### src/rtl/uart_pkg.sv
// Shared UART definitions: receiver states, oversampling constants,
// and the clock/baud figures used by the frequency divider.
package uart_pkg;

   typedef enum logic [2:0] {
      ST_IDLE,
      ST_START,
      ST_DATA,
      ST_PARITY,
      ST_STOP
   } rx_state_t;

   localparam int unsigned OS_RATE  = 16;
   localparam int unsigned OS_MID   = 7;
   localparam int unsigned CLK_FREQ = 25_000_000;
   localparam int unsigned BAUD     = 9600;

endpackage

### src/rtl/uart_rx_os16_sync_edge.sv
// Two-flop synchronizer for an asynchronous level, plus a
// one-cycle pulse on each rising edge of the synchronized level.
module sync_edge #(
   parameter logic RST_VAL = 1'b0
) (
   input  logic clk_in,
   input  logic rst,
   input  logic din,
   output logic sync,
   output logic rise
);

   logic [1:0] ff;
   logic       prev;

   always_ff @(posedge clk_in) begin
      if (rst) begin
         ff   <= {2{RST_VAL}};
         prev <= RST_VAL;
      end else begin
         ff   <= {ff[0], din};
         prev <= ff[1];
      end
   end

   assign sync = ff[1];
   assign rise = ff[1] & ~prev;

endmodule

### src/rtl/uart_rx_os16.sv
// 16x oversampling UART receiver on the system clock; the divided
// baud clock only produces an enable tick, never a clock.
module uart_rx_os16
   import uart_pkg::*;
#(
   parameter int unsigned DATA_BITS  = 8,
   parameter bit          PARITY_EN  = 1'b0,
   parameter bit          PARITY_ODD = 1'b0
) (
   input  logic                 clk_in,
   input  logic                 rst,
   input  logic                 baud_clk_in,
   input  logic                 rx_in,
   output logic [DATA_BITS-1:0] rx_data,
   output logic                 rx_valid,
   input  logic                 rx_ready,
   output logic                 frame_err,
   output logic                 parity_err,
   output logic                 overrun,
   output logic                 busy
);

   localparam logic [3:0] OS_LAST  = 4'(OS_RATE - 1);
   localparam logic [3:0] OS_HALF  = 4'(OS_MID);
   localparam logic [3:0] LAST_BIT = 4'(DATA_BITS - 1);

   rx_state_t            state, state_n;
   logic [3:0]           os_cnt, os_n;
   logic [3:0]           bit_cnt, bit_n;
   logic [DATA_BITS-1:0] shreg, sh_n;
   logic                 perr, perr_n;
   logic                 tick, baud_s;
   logic [1:0]           rx_ff;
   logic                 rx_s, line_prev;
   logic                 deliver, ferr_new;

   sync_edge #(.RST_VAL(1'b0)) u_baud (
      .clk_in (clk_in),
      .rst    (rst),
      .din    (baud_clk_in),
      .sync   (baud_s),
      .rise   (tick)
   );

   assign rx_s = rx_ff[1];
   assign busy = (state != ST_IDLE);

   always_ff @(posedge clk_in) begin
      if (rst) begin
         rx_ff     <= 2'b11;
         line_prev <= 1'b1;
         state     <= ST_IDLE;
         os_cnt    <= '0;
         bit_cnt   <= '0;
         shreg     <= '0;
         perr      <= 1'b0;
      end else begin
         rx_ff     <= {rx_ff[0], rx_in};
         if (tick) line_prev <= rx_s;
         state     <= state_n;
         os_cnt    <= os_n;
         bit_cnt   <= bit_n;
         shreg     <= sh_n;
         perr      <= perr_n;
      end
   end

   always_comb begin
      state_n  = state;
      os_n     = os_cnt;
      bit_n    = bit_cnt;
      sh_n     = shreg;
      perr_n   = perr;
      deliver  = 1'b0;
      ferr_new = 1'b0;
      if (tick) begin
         unique case (state)
            ST_IDLE: begin
               // Falling edge only: a line stuck low never retriggers
               if (!rx_s && line_prev) begin
                  state_n = ST_START;
                  os_n    = '0;
               end
            end
            ST_START: begin
               if (os_cnt == OS_HALF) begin
                  os_n    = '0;
                  bit_n   = '0;
                  perr_n  = 1'b0;
                  state_n = rx_s ? ST_IDLE : ST_DATA;
               end else begin
                  os_n = os_cnt + 4'd1;
               end
            end
            ST_DATA: begin
               if (os_cnt == OS_LAST) begin
                  sh_n  = {rx_s, shreg[DATA_BITS-1:1]};
                  os_n  = '0;
                  bit_n = bit_cnt + 4'd1;
                  if (bit_cnt == LAST_BIT)
                     state_n = PARITY_EN ? ST_PARITY : ST_STOP;
               end else begin
                  os_n = os_cnt + 4'd1;
               end
            end
            ST_PARITY: begin
               if (os_cnt == OS_LAST) begin
                  perr_n  = ((^shreg) ^ rx_s) != PARITY_ODD;
                  os_n    = '0;
                  state_n = ST_STOP;
               end else begin
                  os_n = os_cnt + 4'd1;
               end
            end
            ST_STOP: begin
               if (os_cnt == OS_LAST) begin
                  deliver  = 1'b1;
                  ferr_new = ~rx_s;
                  os_n     = '0;
                  state_n  = ST_IDLE;
               end else begin
                  os_n = os_cnt + 4'd1;
               end
            end
            default: state_n = ST_IDLE;
         endcase
      end
   end

   always_ff @(posedge clk_in) begin
      if (rst) begin
         rx_data    <= '0;
         rx_valid   <= 1'b0;
         frame_err  <= 1'b0;
         parity_err <= 1'b0;
         overrun    <= 1'b0;
      end else if (deliver) begin
         // A held word that is not being taken this cycle wins
         if (!rx_valid || rx_ready) begin
            rx_data    <= shreg;
            frame_err  <= ferr_new;
            parity_err <= perr;
            rx_valid   <= 1'b1;
            overrun    <= 1'b0;
         end else begin
            overrun <= 1'b1;
         end
      end else if (rx_valid && rx_ready) begin
         rx_valid <= 1'b0;
         overrun  <= 1'b0;
      end
   end

endmodule

### config.mk
export PLATFORM = sky130hd
export DESIGN_NAME = uart_rx_os16
export DESIGN_NICKNAME = d
export VERILOG_FILES = /design/src/rtl/uart_pkg.sv /design/src/rtl/uart_rx_os16_sync_edge.sv /design/src/rtl/uart_rx_os16.sv
export SDC_FILE = /design/constraint.sdc
export NUM_CORES = 1
export LEC_CHECK = 0
export BUFFER_PORTS_ARGS = -buffer_cell sky130_fd_sc_hd__buf_2
export CAP_MARGIN = 15
export CORE_ASPECT_RATIO = 0.6
export CORE_MARGIN = 5
export CORE_UTILIZATION = 30
export CTS_BUF_LIST = sky130_fd_sc_hd__clkbuf_16
export DETAILED_ROUTE_END_ITERATION = 16
export PLACE_DENSITY = 0.45
export SYNTH_ARGS = -nofsm -noshare
export SYNTH_HDL_FRONTEND = slang
export SYNTH_SLANG_ARGS = --single-unit
export TNS_END_PERCENT = 100
### constraint.sdc
create_clock -name clk_in -period 1.7 [get_ports clk_in]
set_input_delay 0.34 -clock clk_in [delete_from_list [all_inputs] [get_ports clk_in]]
set_output_delay 0.34 -clock clk_in [all_outputs]
set_load 0.01 [all_outputs]
# After elaboration in Yosys (flattened, before gate mapping)
# Index checks and enable logic that the tools add are counted.
[totals]
ff_bits = 38
input_bits = 5
wordCells = 83
[op_classes]
add_sub_neg = 2
n_eq_ne = 14
muxes = 29
bitwise = 4
n_reduce_logical = 20
[op_table]
columns = ["cell", "count"]
rows = [
  ["$mux W4", 5],
  ["$mux W3", 6],
  ["$pmux W3 S5", 1],
  ["$mux W1", 13],
  ["$ne A2 B2 Y1 const B", 6],
  ["$pmux W4 S3", 1],
  ["$add A4 B1 Y4 const B", 2],
  ["$eq A4 B3 Y1 const B", 2],
  ["$pmux W4 S2", 1],
  ["$reduce_and A4 Y1", 2],
  ["$reduce_xor A8 Y1", 1],
  ["$reduce_and A7 Y1", 1],
  ["$eq A3 B2 Y1 const B", 2],
  ["$reduce_and A3 Y1", 2],
  ["$reduce_bool A2 Y1", 3],
  ["$reduce_bool A3 Y1", 2],
  ["$eq A4 B4 Y1 const B", 1],
  ["$reduce_and A2 Y1", 2],
  ["$eq A3 B1 Y1 const B", 1],
  ["$eq A3 B3 Y1 const B", 1],
  ["$logic_not A3 Y1", 1],
  ["$reduce_or A3 Y1", 1],
  ["$logic_and A1 B1 Y1", 2],
  ["$logic_not A1 Y1", 2],
  ["other kinds (7)", 8],
]

# Logic depth before layout (Yosys ltp)
# Gate-level depths: netlist (run 1).
[logic_depth]
word_depth = 6
mapped_depth = 7

# Hierarchy
# A second synthesis (run 1) with hierarchy kept.
[hier_totals]
hier_cells = 183
hier_area_um2 = 1670.4
[modules_own_cells]
columns = ["mod", "instances", "cells_each", "area_each_um2", "seq_area_each_um2"]
rows = [
  ["uart_rx_os16", 1, 176, 1582.8, 700.7],
  ["sync_edge", 1, 7, 87.6, 60.1],
]

# Worst setup path after synthesis (run 1)
# OpenSTA, ideal clock, no wires.
[synth_timing]
path_type = "flip-flop to flip-flop"
start = "register os_cnt[0]"
end = "register shreg[0]"
arrival_ps = 1536
slack_ps = 37
stages_incl_launch_ff = 7
synth_period_minus_slack_ps = 1663
cell_sequence = "dfxtp_1 > ha_1 > and4b_1 > clkbuf_1 > nand3_1 > mux2i_1 > nor2_1"
[synth_between]
elab_chain_cells = 2
[synth_rtl]
columns = ["element", "line", "text"]
rows = [
  ["start: declaration", "uart_rx_os16.sv:28", "logic [3:0] os_cnt, os_n;"],
  ["start signal: assignment", "uart_rx_os16.sv:61", "os_cnt <= os_n;"],
  ["$eq A4 B4 Y1", "uart_rx_os16.sv:96", "if (os_cnt == OS_LAST) begin"],
  ["$reduce_and A3 Y1 (no line)", "n/a", ""],
  ["end signal: assignment", "uart_rx_os16.sv:63", "shreg <= sh_n;"],
  ["end: declaration", "uart_rx_os16.sv:30", "logic [DATA_BITS-1:0] shreg, sh_n;"],
]
# No other way between the ends.
# A chain may end at the register's enable or synchronous reset.

# Worst setup path after layout (run 1)
[layout_timing]
start = "register state[0]"
end = "output port busy"
[layout_between]
elab_chain_cells = 1
[layout_rtl]
columns = ["element", "line", "text"]
rows = [
  ["start: declaration", "uart_rx_os16.sv:27", "rx_state_t state, state_n;"],
  ["start signal: assignment", "uart_rx_os16.sv:60", "state <= state_n;"],
  ["$reduce_bool A3 Y1", "uart_rx_os16.sv:46", "assign busy = (state != ST_IDLE);"],
  ["end: declaration", "uart_rx_os16.sv:20", "output logic busy"],
]
# No other way between the ends.

==> results of run 1 <==
-- cell type report --
| type | instances | area, um^2 |
|---|---|---|
| Fill cell | 572 | 3420 |
| Multi-Input combinational cell | 130 | 983 |
| Sequential cell | 38 | 764 |
| Timing Repair Buffer | 34 | 225 |
| Clock buffer | 5 | 125 |
| Tap cell | 80 | 100 |
| Clock inverter | 3 | 16.3 |
| Inverter | 3 | 11.3 |
-- per-layer routing --
layer	track usage	share of wire	wire (um)
met1	0.162	0.53	2090
met2	0.153	0.41	1620
met3	0.0335	0.048	189
met4	0.0332	0.0091	36
met5	0	0	0
-- worst max path at each step --
stage                              endpoint                    from  depth (start not counted)
floorplan             shreg[0]$_SDFFE_PP0P_  os_cnt[0]$_SDFFE_PP0P_                          6
CTS                 rx_data[0]$_SDFFE_PP0P_  os_cnt[1]$_SDFFE_PP0P_                          6
detailed placement   os_cnt[3]$_SDFFE_PP0P_   state[1]$_SDFFE_PP0P_                          4
global placement     os_cnt[3]$_SDFFE_PP0P_   state[0]$_SDFFE_PP0P_                          4
global route                           busy   state[0]$_SDFFE_PP0P_                          3
finish                                 busy   state[0]$_SDFFE_PP0P_                          3
-- flip-flops by register name, summed over array words and instances, names as in the netlist --
signal	flops
frame_err	1
state	3
overrun	1
u_baud.prev	1
rx_data	8
rx_valid	1
perr	1
u_baud.ff	2
shreg	8
parity_err	1
line_prev	1
rx_ff	2
bit_cnt	4
os_cnt	4
-- layout by cell type, fill, tap and decap left out, types with 4 or more instances in the layout --
cell type and count:
buf_2 17, buf_4 16, nor2_1 22, a21oi_1 10
nor2b_1 5, a211oi_1 5, dfxtp_1 35, clkbuf_16 5
nand2_1 5, nand3_1 6, nand4_1 4, mux2i_1 19
nand2b_1 6
-- power breakdown --
| part | switching [W] | internal [W] |
|---|---|---|
| Clock | 0.000357 | 0.000535 |
| Combinational | 0.0000265 | 0.0000165 |
| Sequential | 0.00000345 | 0.000897 |
-- worst max-delay path, stage by stage (launching register included) --
cell and delay (ns):
dfxtp_2 0.37, nor3_2 0.41, inv_1 0.09, buf_2 0.15
-- logic make-up (layout without fill, tap and decap cells) --
| kind of cell | count (synthesis) | count (layout) | synth area share |
|---|---|---|---|
| buf+inv | 14 | 45 | 0.0387 |
| flops | 38 | 38 | 0.428 |
| xor+xnor | 7 | 7 | 0.0507 |
| compound gates | 36 | 36 | 0.158 |
| fa+ha+maj | 2 | 2 | 0.0141 |
| simple gates | 66 | 66 | 0.204 |
| mux | 19 | 19 | 0.107 |
-- synthesized netlist by cell type, types with 3 or more instances --
cell,instances
a211o_1,3
a211oi_1,5
a21oi_1,10
clkbuf_1,7
dfxtp_1,38
inv_1,3
mux2i_1,19
nand2_1,5
nand2b_1,6
nand3_1,6
nand4_1,4
nor2_1,22
nor2b_1,5
nor3_1,3
o31ai_1,3
or2_2,3
xnor2_1,3
-- stage by stage --
step | setup TNS [ns] | utilization | cell area, um^2
final | 0 | 0.394 | 2230
after global routing | -0.151 | 0.394 | 2230
after floorplan | 0 | - | 1780
after CTS | 0 | 0.388 | 2190
after detailed placement | -0.0578 | 0.362 | 2050
after global placement | 0 | 0.362 | 2050
-- what timing repair did --
action                                  CTS  global route
pin swaps                                 0             0
cloned                                    0             0
gates resized for setup                   3             7
hold buffers                              0             0
endpoints found under the setup margin    2            24
==> metrics.cfg, run 1 <==
[outcome]
outcome = finished, final reports clean

[timing]
hold_viol = 0
max_slew_margin = 0.539
hold_slack_ns = 0.248
fin_crit_sh = 0.968
min_period_ns = 1.65
timing_max_transition_violations_final = 0
grt_setup_unrepaired = true
fmax_mhz = 608
setup_violations = 0
postLayoutSetupSlackWorst_ns = 0.0542
timing_worst_slew_pin_value_ns = 0.692
clock_skew_ns = 0.00430

[critical_path]
worst_r2r_endpoint = os_cnt[3]$_SDFFE_PP0P_
worst-r2r-cell-count = 4
timing.critical_path.from_type = flip-flop
cp_max_fo = 9
register_to_register_setup_slack_ns = 0.06
timing.critical_path.required_ns = 1.36
crit_arrival_ns = 1.31
endpoint_kind = output port
regToRegStartpoint = state[0]$_SDFFE_PP0P_
path_class = reg2out

[global_routing]
grt_start_max_net_pins = 39
vias_in_the_first_global_route = 1361
track_usage = 0.111
grt-ovfl-total = 0
grt_first_pass_wirelength_um = 6670
antenna_found_initial = 0

[synthesis]
synth.yosys.warnings = 0
post_synth_instance_area_um2 = 1780
synthesis.instances = 182
yosysUniqueCellTypes = 45
yosys_register_bits = 38
seq_area_frac_synth = 0.428
synth_enable_flop_cells = 0
top_cells_by_area_in_the_synthesized_netlist = dfxtp_1 (43%), mux2i_1 (11%), nor2_1 (4.6%)
syn-mean-instance-area_um2 = 9.77
synth-async-reset-ratio = 0
post-synth-top-area-cell = dfxtp_1
synthesis.nets = 189
ys.flop_type = dfxtp_1
synth.top_cell.area_share = 0.428

[floorplan]
initial_core_util = 0.315
placementRows = 21
die-area_um2 = 7620
num_io_pins = 18
core_region_area_um2 = 5650
dieHeight_um = 69.6
die-width_um = 109

[flow_run]
cap_violations = 0

[clocking]
cts_setup_buffers = 0
cts_made_buffers = 5
max-clock-path-buffers = 2
numClockSinks = 38
clock_tree.root_cell = clkbuf_16
cts_tree = done
clock_tree.htree_level_count = 2
cts.reportedPaths.clkPinSlew_ns = 0.06
clock_insertion_delay_worst_skew_ns = 0.27

[power_and_ir_drop]
p_leak_nw = 0.957
cellPowerDensity_nw_per_um2 = 824
vdd_drop_max_mv = 0.370
totalPowerFinal_w = 0.00184

[detailed_routing]
detail_route.vias_per_cell = 4.94
detailroute.via_count = 1446
routed_wirelength_um = 3940
drt-wirelength-per-cell_um = 13.4
detail-route-antenna-nets = 0
initialDrtViolationCount = 178
post-route-drc-count = 0
drtPass1Iterations = 4

[finish]
layout-drive-gt1-share = 0.272
nNetsFinal = 219
flow.area_growth_from_synthesis_pct = 25.2
layout.cells.non_filler = 293
antenna_cells = 0

[hold_path]
timing.hold.worst.class = in2reg
worstHoldPathCells = 2
min_from = rx_in
min_delay_worst_endpoint = rx_ff[0]$_SDFF_PP1_

[placement]
port-buffer-count = 17
dpl_ws_ns = -0.0578
dp_hpwl_um = 2860
place_inst = 285
place_congestion = 0.853

Note: power is estimated with default switching activity, not from simulation.
==> inputs of run 2 (changes only) <==
--- a/config.mk
+++ b/config.mk
@@ -12,7 +12,6 @@
 export CORE_UTILIZATION = 30
 export CTS_BUF_LIST = sky130_fd_sc_hd__clkbuf_16
 export DETAILED_ROUTE_END_ITERATION = 16
-export PLACE_DENSITY = 0.45
 export SYNTH_ARGS = -nofsm -noshare
 export SYNTH_HDL_FRONTEND = slang
 export SYNTH_SLANG_ARGS = --single-unit
==> run 2 against run 1 <==
Against the previous run:
- sequential power about the same
- clock power increased by 14%
- first-iteration DRC count decreased by 68%
- routed wire length fell by 0.15%
- sequential share of layout area fell by 0.46 points
- flip-flop and latch count unchanged
- worst setup slack improved by 0.013 ns
- critical path type is now reg2reg
- highest routed layer unchanged
==> metrics.cfg, run 2 (synthesis results as in run 1) <==
[outcome]
outcome = finished, final reports clean  ; unchanged

[clocking]
max-clock-path-buffers = 2  ; unchanged
cts.hold.buffers_added = 0  ; unchanged
cts.reportedPaths.clkPinSlew_ns = 0.06  ; about the same
cts_tree = done  ; unchanged
cts_made_buffers = 5  ; unchanged
numClockSinks = 38  ; unchanged
clock_insertion_delay_worst_skew_ns = 0.28  ; was 0.27 ns
clock_tree.root_cell = clkbuf_16  ; unchanged
clock_tree.htree_level_count = 2  ; unchanged

[detailed_routing]
initialDrtViolationCount = 57  ; was 178
drt-wirelength-per-cell_um = 13.3  ; was 13.4 um
detail-route-antenna-nets = 0  ; unchanged
post-route-drc-count = 0  ; unchanged
detail_route.vias_per_cell = 4.77  ; was 4.94
drtPass1Iterations = 4  ; unchanged
detailroute.via_count = 1407  ; was 1446
routed_wirelength_um = 3930  ; was 3940 um

[floorplan]
core_region_area_um2 = 5650  ; unchanged
num_io_pins = 18  ; unchanged
dieHeight_um = 69.6  ; unchanged
die-area_um2 = 7620  ; unchanged
placementRows = 21  ; unchanged
initial_core_util = 0.315  ; unchanged
die-width_um = 109  ; unchanged

[critical_path]
regToRegStartpoint = state[1]$_SDFFE_PP0P_  ; was state[0]$_SDFFE_PP0P_
crit_path_cell_trace = buf_4, or3b_4, a2111oi_4, xnor2_1, a211oi_2  ; was nor3_2, inv_1, buf_2
timing.critical_path.required_ns = 1.90  ; was 1.36 ns
critical_path.slowest_cell = or3b_4  ; was nor3_2
path_class = reg2reg  ; was reg2out
timing.critical_path.slowest_cell_delay_ns = 0.42  ; was 0.41 ns
crit_arrival_ns = 1.83  ; was 1.31 ns
register_to_register_setup_slack_ns = 0.07  ; was 0.06 ns
worst_r2r_endpoint = bit_cnt[3]$_SDFFE_PP0P_  ; was os_cnt[3]$_SDFFE_PP0P_
endpoint_kind = flip-flop  ; was output port
timing.critical_path.from_type = flip-flop  ; unchanged
worst-r2r-cell-count = 5  ; was 4
cp_max_fo = 5  ; was 9

[finish]
commonest_non_fill_non_tap_cell_in_the_layout = dfxtp_1  ; unchanged
stdcell_area_um2 = 2270  ; was 2230 um^2
flow.area_growth_from_synthesis_pct = 27.5  ; was 25.2%
layout_top_registers = rx_data: 8 flops, shreg: 8 flops  ; unchanged
layout-drive-gt1-share = 0.279  ; was 0.272
nNetsFinal = 221  ; was 219
layout.cells.non_filler = 295  ; was 293
antenna_cells = 0  ; unchanged
most-common-layout-cells = dfxtp_1 (34), nor2_1 (22), mux2i_1 (19), buf_2 (17), buf_4 (17)  ; was dfxtp_1 (35), nor2_1 (22), mux2i_1 (19), buf_2 (17), buf_4 (16)

[timing]
hold_slack_ns = 0.242  ; was 0.248 ns
fin_tns_setup_ns = 0  ; unchanged
max_slew_margin = 0.526  ; was 0.539
timing_worst_slew_pin_value_ns = 0.711  ; was 0.692 ns
hold_viol = 0  ; unchanged
timing_max_transition_violations_final = 0  ; unchanged
fmax_mhz = 612  ; was 608 MHz
min_period_ns = 1.63  ; was 1.65 ns
setup_violations = 0  ; unchanged
fin_crit_sh = 0.961  ; was 0.968
postLayoutSetupSlackWorst_ns = 0.0670  ; was 0.0542 ns
clock_skew_ns = 0.00349  ; was 0.00430 ns
grt_setup_unrepaired = true  ; unchanged

[placement]
dpl_cell_area_um2 = 2050  ; unchanged
dpl_ws_ns = 0.0102  ; was -0.0578 ns
place_congestion = 0.828  ; was 0.853
port-buffer-count = 17  ; unchanged
dp_hpwl_um = 2820  ; was 2860 um
place_inst = 285  ; unchanged

[hold_path]
min_from = rx_in  ; unchanged
timing.hold.worst.class = in2reg  ; unchanged
min_delay_worst_endpoint = rx_ff[0]$_SDFF_PP1_  ; unchanged
worstHoldPathCells = 2  ; unchanged

[power_and_ir_drop]
cellPowerDensity_nw_per_um2 = 867  ; was 824 nW/um^2
p_leak_nw = 0.986  ; was 0.957 nW
vdd_drop_max_mv = 0.526  ; was 0.370 mV

[global_routing]
grt_start_max_net_pins = 39  ; unchanged
grt_first_pass_wirelength_um = 6620  ; was 6670 um
track_usage = 0.110  ; was 0.111
grt-ovfl-total = 0  ; unchanged
antenna_found_initial = 0  ; unchanged
vias_in_the_first_global_route = 1356  ; was 1361

[flow_run]
cap_violations = 0  ; unchanged

## run 2: cell count changes in the layout (fill, tap and decap cells not counted), sizes merged
cell,delta
buf,+2
clkinv,-2
inv,+2
bufinv,+1
clkinvlp,-1
## run 2: per-stage QoR
step | util | total power (W)
global route | 0.401 | 0.00204
global placement | 0.362 | 0.000962
CTS | 0.391 | 0.00199
finish | 0.401 | 0.00197
detailed placement | 0.362 | 0.000963
floorplan | - | 0.000949
## run 2: worst max path at each step
| stage | slack, ns | to | from | depth (start not counted) |
|---|---|---|---|---|
| 2_1_floorplan | 0.04 | shreg[0]$_SDFFE_PP0P_ | os_cnt[0]$_SDFFE_PP0P_ | 6 |
| 3_3_place_gp | 0.03 | os_cnt[3]$_SDFFE_PP0P_ | state[0]$_SDFFE_PP0P_ | 5 |
| 3_5_place_dp | 0.01 | rx_data[4]$_SDFFE_PP0P_ | os_cnt[1]$_SDFFE_PP0P_ | 6 |
| 4_1_cts | 0.01 | os_cnt[3]$_SDFFE_PP0P_ | state[2]$_SDFFE_PP0P_ | 5 |
| 5_1_grt | -0.009 | os_cnt[3]$_SDFFE_PP0P_ | state[1]$_SDFFE_PP0P_ | 5 |
| 6_report | 0.07 | bit_cnt[3]$_SDFFE_PP0P_ | state[1]$_SDFFE_PP0P_ | 5 |
## run 2: layout make-up
cell class | count | area (um^2)
fill | 554 | 3380
multi-input combinational | 130 | 981
sequential | 38 | 768
timing repair buffer | 36 | 244
clock buffer | 5 | 125
tap | 80 | 100
clock inverter | 3 | 37.5
inverter | 3 | 11.3
## run 2: per-layer routing
layer / vias up / track usage / routed length [um]
li1: 723 / - / -
met1: 657 / 0.175 / 2190
met2: 25 / 0.137 / 1530
met3: 2 / 0.0344 / 191
met4: 0 / 0.0263 / 16
met5: - / 0 / 0
## run 2: critical path: cells and delay by family, from the launching register on
kind / cells / cell delay [ns]
AO/OA/AOI/OAI: 2 / 0.52
AND/OR/NAND/NOR: 1 / 0.42
flip-flops: 1 / 0.34
XOR/XNOR: 1 / 0.13
buffers and inverters: 1 / 0.15
## run 2: power by group
part	switching [W]	internal (W)	total (W)	leakage (nW)
Sequential	0.00000335	0.000896	0.000899	0.309
Combinational	0.0000275	0.0000167	0.0000442	0.590
Clock	0.000341	0.000681	0.00102	0.0864
Total	0.000372	0.00159	0.00197	0.986
## run 2: what timing repair did
item | CTS | global route
setup endpoints to repair | 4 | 17
setup buffers | 0 | 2
pin swaps | 0 | 2
resized for setup | 2 | 12
